===== src/rtl/mem_wb_stage.sv =====
// mem_wb_stage: memory-access stage with req/ack data-memory handshake and MEM/WB register.
// Aligned loads/stores park in WAIT until ack or timeout; everything else retires in one cycle.
module mem_wb_stage #(
    parameter int TIMEOUT = 16
) (
    input  logic        clk,
    input  logic        rst,
    input  logic        in_valid,
    input  logic [31:0] alu_result,
    input  logic [31:0] store_data,
    input  logic [4:0]  rd,
    input  logic        regwrite,
    input  logic        memread,
    input  logic        memwrite,
    output logic        stall,
    output logic        mem_req,
    output logic        mem_we,
    output logic [31:0] mem_addr,
    output logic [31:0] mem_wdata,
    input  logic        mem_ack,
    input  logic [31:0] mem_rdata,
    output logic        wb_valid,
    output logic [31:0] wb_data,
    output logic [4:0]  wb_rd,
    output logic        wb_regwrite,
    output logic        err_misalign,
    output logic        err_timeout
);
    localparam int CW = $clog2(TIMEOUT);

    typedef enum logic {IDLE, WAIT} state_t;

    state_t        state, state_nx;
    logic [CW-1:0] cnt;
    logic [4:0]    lat_rd;
    logic          lat_regwrite;
    logic          lat_load;
    logic          mem_op;
    logic          misaligned;
    logic          tmo;

    assign mem_op     = memread | memwrite;
    assign misaligned = |alu_result[1:0];
    // ack in the final WAIT cycle takes precedence over the abort
    assign tmo        = (state == WAIT) && !mem_ack && (cnt == CW'(TIMEOUT - 1));

    always_ff @(posedge clk or posedge rst) begin
        if (rst) state <= IDLE;
        else     state <= state_nx;
    end

    always_comb begin
        state_nx = state;
        stall    = 1'b0;
        if (state == IDLE) begin
            if (in_valid && mem_op && !misaligned) begin
                stall    = 1'b1;
                state_nx = WAIT;
            end
        end else begin
            stall = !mem_ack && !tmo;
            if (mem_ack || tmo) state_nx = IDLE;
        end
        if (rst) stall = 1'b0;
    end

    always_ff @(posedge clk or posedge rst) begin
        if (rst) begin
            cnt          <= '0;
            lat_rd       <= '0;
            lat_regwrite <= 1'b0;
            lat_load     <= 1'b0;
            mem_req      <= 1'b0;
            mem_we       <= 1'b0;
            mem_addr     <= '0;
            mem_wdata    <= '0;
            wb_valid     <= 1'b0;
            wb_data      <= '0;
            wb_rd        <= '0;
            wb_regwrite  <= 1'b0;
            err_misalign <= 1'b0;
            err_timeout  <= 1'b0;
        end else begin
            wb_valid     <= 1'b0;
            err_misalign <= 1'b0;
            if (state == IDLE) begin
                if (in_valid && !mem_op) begin
                    wb_valid    <= 1'b1;
                    wb_data     <= alu_result;
                    wb_rd       <= rd;
                    wb_regwrite <= regwrite;
                end else if (in_valid && misaligned) begin
                    wb_valid     <= 1'b1;
                    wb_data      <= alu_result;
                    wb_rd        <= rd;
                    wb_regwrite  <= 1'b0;
                    err_misalign <= 1'b1;
                end else if (in_valid) begin
                    mem_req      <= 1'b1;
                    mem_we       <= memwrite;
                    mem_addr     <= alu_result;
                    mem_wdata    <= store_data;
                    lat_rd       <= rd;
                    lat_regwrite <= regwrite;
                    lat_load     <= !memwrite;
                    cnt          <= '0;
                end
            end else if (mem_ack) begin
                mem_req     <= 1'b0;
                wb_valid    <= 1'b1;
                wb_rd       <= lat_rd;
                wb_data     <= lat_load ? mem_rdata : mem_addr;
                wb_regwrite <= lat_load & lat_regwrite;
            end else if (tmo) begin
                mem_req     <= 1'b0;
                wb_valid    <= 1'b1;
                wb_rd       <= lat_rd;
                wb_data     <= mem_addr;
                wb_regwrite <= 1'b0;
                err_timeout <= 1'b1;
            end else if (cnt != CW'(TIMEOUT - 1)) begin
                cnt <= cnt + 1'b1;
            end
        end
    end
endmodule


===== config.mk =====
export PLATFORM = sky130hd
export DESIGN_NAME = mem_wb_stage
export DESIGN_NICKNAME = d
export VERILOG_FILES = /design/src/rtl/mem_wb_stage.sv
export SDC_FILE = /design/constraint.sdc
export NUM_CORES = 1
export LEC_CHECK = 0
export CAP_MARGIN = 10
export CELL_PAD_IN_SITES_DETAIL_PLACEMENT = 1
export CELL_PAD_IN_SITES_GLOBAL_PLACEMENT = 2
export CORE_ASPECT_RATIO = 1.1
export CORE_MARGIN = 5
export CORE_UTILIZATION = 25
export DETAILED_ROUTE_END_ITERATION = 6
export HOLD_SLACK_MARGIN = 0.06
export PLACE_DENSITY = 0.79
export SLEW_MARGIN = 30
export SYNTH_ARGS = -nofsm -noshare
export SYNTH_HDL_FRONTEND = slang
export SYNTH_SLANG_ARGS = --single-unit

===== constraint.sdc =====
create_clock -name clk -period 3.9 [get_ports clk]
set_input_delay 0.39 -clock clk [delete_from_list [all_inputs] [get_ports clk]]
set_output_delay 0.39 -clock clk [all_outputs]
set_load 0.005 [all_outputs]

==> PnR_summary.wiki <==
{| class="wikitable"
! Metric !! Value
|-
| Status || completed
|-
| Chip Height || 162 um
|-
| Number of resized instances in the post-cts repair step || 0
|-
| Die Area || ~0.024 mm2
|-
| Number of standard-cell rows in the floorplan || 55
|-
| Synthesized area divided by synthesized cell count || a little under 10 um2
|-
| Routed wire length || 17.7 mm
|-
| Worst Reg-to-Reg Cells || 4
|-
| Number of hold buffers added after cts || 0
|-
| Placer congestion estimate || about 0.8
|-
| Sum of net half-perimeters after detailed placement || ~12 mm
|-
| Die width || about 150 um
|-
| Setup bufs post-CTS || 0
|-
| Growth of design area from synthesis to finish || 56.5%
|-
| Tcrit/Tclk final || around two thirds
|-
| Share of async-settable or async-resettable flops after synthesis || between 90% and 100%
|-
| Global route hottest layer || met2
|-
| First-pass GRT wire length || between 20 and 30 mm
|-
| Sort of element at the start of the critical path || flop
|-
| Worst-path clk slew || 0.05 ns
|-
| Met1 global-route usage || between 10% and 20%
|-
| Startpoint of the tightest hold check path || lat_rd[1]
|-
| Clock buffer depth || 2
|-
| Sequential cell area || a little under 0.003 mm2
|-
| Drt first pass iters || 4
|-
| Synth cell count leaders || sky130_fd_sc_hd__nand2_1, sky130_fd_sc_hd__dfrtp_1, sky130_fd_sc_hd__mux2_2, sky130_fd_sc_hd__nor2_1, sky130_fd_sc_hd__mux2i_1
|-
| Antenna Nets Post-Route || 0
|-
| Max VDD drop || between 200 and 300 uV
|-
| Static Leakage || 3.81 nW
|-
| Cell with the most instances after synthesis || sky130_fd_sc_hd__nand2_1
|-
| Combined area of the multi-input logic cells || about 0.0021 mm2
|-
| Arrival time reported for the critical path endpoint || 2.26 ns
|-
| Worst Path Max Fanout || 4
|-
| Number of enable flip-flop cells after synthesis || 0
|-
| Post-Syn Area || roughly 0.0053 mm2
|-
| Average wire per cell in the routed design || roughly 17 um
|-
| Worst Hold Depth || 2
|-
| Top_reg_cell synth || sky130_fd_sc_hd__dfrtp_1
|-
| Syn nets || roughly 640
|-
| Clock root cell || sky130_fd_sc_hd__clkbuf_16
|-
| Final hold vios || 0
|-
| Cell Count, Final, Fillers Out || just over 1000
|-
| Syn Inst Count || roughly 530
|-
| Sequential fraction of the synthesis area || a little under three fifths
|-
| Insertion delay of the later-clocked pin in the worst-skew pair || roughly 0.41 ns
|-
| Clock tree from TritonCTS || done
|-
| Total negative slack || 0 ns
|-
| Unrepaired setup endpoints after global routing || false
|-
| Detailed-route DRC error count || 0
|-
| Std-Cell Core Area || a little over 0.02 mm2
|-
| Power per cell area || 539 mW/mm2
|-
| Pin slew with the least headroom to its limit || 0.899 ns
|-
| Number of buffers created by CTS || 17
|-
| Pin count of the biggest net entering global routing || 76
|-
| Initial standard-cell utilization of the core || roughly 25%
|-
| Number of antenna violations at the first check in global routing || 2
|-
| # nets final || roughly 850
|-
| Launch point of the worst reg-to-reg path || state
|-
| Shortest clock period the worst path allows after layout || around 2.6 ns
|-
| Met2 track demand over resource in global routing || ~25%
|-
| Number of max-cap violations || 0
|-
| Cell variety after synth || 28
|-
| Start point of the critical path || cnt[0]
|-
| Residual overflow from global routing || 0
|-
| Sum of internal, switching and leakage power || around 4.4 mW
|-
| Required time worst endpoint || 3.51 ns
|-
| Cell types occupying the most area after synthesis || sky130_fd_sc_hd__dfrtp_1, sky130_fd_sc_hd__nand2_1, sky130_fd_sc_hd__mux2_2, sky130_fd_sc_hd__mux2i_1, sky130_fd_sc_hd__a21oi_1
|-
| Category of the worst setup path capture point || output port
|-
| Path category of the worst min-delay check || reg -> reg
|-
| Layout cells sized above 1 || approximately 11%
|-
| First-iteration detailed-routing DRC count || 136
|-
| Via count of the first global-routing pass || 5141
|-
| Worst Path Class, Setup || reg -> out
|-
| Cell taking the most area after synthesis || sky130_fd_sc_hd__dfrtp_1
|-
| Final setup fails || 0
|-
| Number of top-level design ports || around 220
|-
| Warnings from Yosys || 0
|-
| Grt met3 use || between 5 and 6%
|-
| Placed Cells incl. Taps || approximately 1000
|-
| Final clock skew || slightly above 0.009 ns
|-
| Count of inserted antenna diode cells || 0
|-
| Final count of pins violating max slew || 0
|-
| Number of register bits inferred by synthesis || roughly 120
|-
| Headroom to the max-slew limit || 40.0%
|-
| Post-detailed-route via-to-cell ratio || roughly 4.5
|-
| Fraction of synthesized cell area taken by the top area cell type || a little under three fifths
|-
| Count of buffers from port buffering || roughly 220
|-
| Total GRT Usage || 14.9%
|-
| Fill cell count || around 2300
|-
| Clock sink count || approximately 120
|-
| Number of H-tree levels || 4
|-
| Max frequency || 0.378 GHz
|-
| Number of vias after detailed routing || roughly 4600
|}
[area by class of cell]
type / count / area share, %
inverters: 3 / 0.198
well taps: 256 / 3.89
flip-flops and latches: 119 / 36.2
clock inverters: 13 / 2.20
repair buffers: 220 / 26.8
clock buffers: 18 / 5.21
multi-input cells: 382 / 25.6
[cells in the final DEF, fill, tap and decap left out, drive strengths merged]
| master | count |
|---|---|
| bufinv | 4 |
| nand2b | 3 |
| a21oi | 33 |
| o221ai | 1 |
| o21ai | 3 |
| dfrtp | 119 |
| or4 | 1 |
| mux2i | 34 |
| ha | 1 |
| mux2 | 42 |
| buf | 5 |
| a22o | 1 |
| nor3 | 2 |
| and3 | 1 |
| nand4 | 2 |
| nand3 | 2 |
| nor4 | 1 |
| nand2 | 214 |
| inv | 3 |
| clkbuf | 18 |
| and2 | 2 |
| o21bai | 1 |
| clkinvlp | 5 |
| clkinv | 4 |
| nor2 | 38 |
| clkdlybuf4s50 | 215 |
[path summary, 6_finish.rpt]
path                                 end  slack, ns
setup / recovery                   stall       1.25
hold / removal                 lat_rd[1]       0.47
setup reg to reg             wb_data[23]       1.80
hold reg to reg                lat_rd[1]       0.47
max in group asynchronous       wb_rd[3]       2.69
min in group asynchronous  mem_wdata[18]       0.48
[cell families after synthesis]
logic type	synth area share [%]
muxes	15.5
AOI/OAI and AO/OA	3.90
adders and majority gates	0.238
and+or+nand+nor	20.1
buffers and inverters	3.66
DFF	56.6
[registers in the layout, summed over array words and instances (netlist names)]
| signal | cells |
|---|---|
| cnt | 4 |
| err_misalign | 1 |
| err_timeout | 1 |
| lat_load | 1 |
| lat_rd | 5 |
| lat_regwrite | 1 |
| mem_addr | 32 |
| mem_req | 1 |
| mem_wdata | 32 |
| mem_we | 1 |
| state | 1 |
| wb_data | 32 |
| wb_rd | 5 |
| wb_regwrite | 1 |
| wb_valid | 1 |
[power by group]
part           switching (mW)  internal, mW  total [mW]
Combinational           0.421         0.704        1.13
Clock                   0.573          1.06        1.64
Sequential              0.179          1.50        1.68
[metrics by stage]
step / util [%] / hold WS [ns] / worst slack (ns) / cell area, um2
after floorplan: - / 0.439 / 0.353 / 5260
after global placement: 36.9 / 0.452 / 1.33 / 7620
after detailed placement: 36.9 / 0.465 / 1.26 / 7620
after CTS: 39.9 / 0.480 / 1.21 / 8230
after global routing: 39.9 / 0.488 / 1.12 / 8230
final: 39.9 / 0.472 / 1.25 / 8230
[worst max-delay path, cell delays in order (launching register included)]
cell                              delay [ns]
sky130_fd_sc_hd__dfrtp_1                0.41
sky130_fd_sc_hd__ha_1                   0.24
sky130_fd_sc_hd__and3_1                 0.20
sky130_fd_sc_hd__nor2_1                 0.23
sky130_fd_sc_hd__nor2_1                 0.15
sky130_fd_sc_hd__nor2_1                 0.11
sky130_fd_sc_hd__clkdlybuf4s50_1        0.52
[routing by layer]
layer	part of all wire, %	vias to the layer above
li1	-	2147
met1	41	2237
met2	50	156
met3	7.5	24
met4	1.7	4
met5	0.12	-
Note: power is estimated with default switching activity, not from simulation.
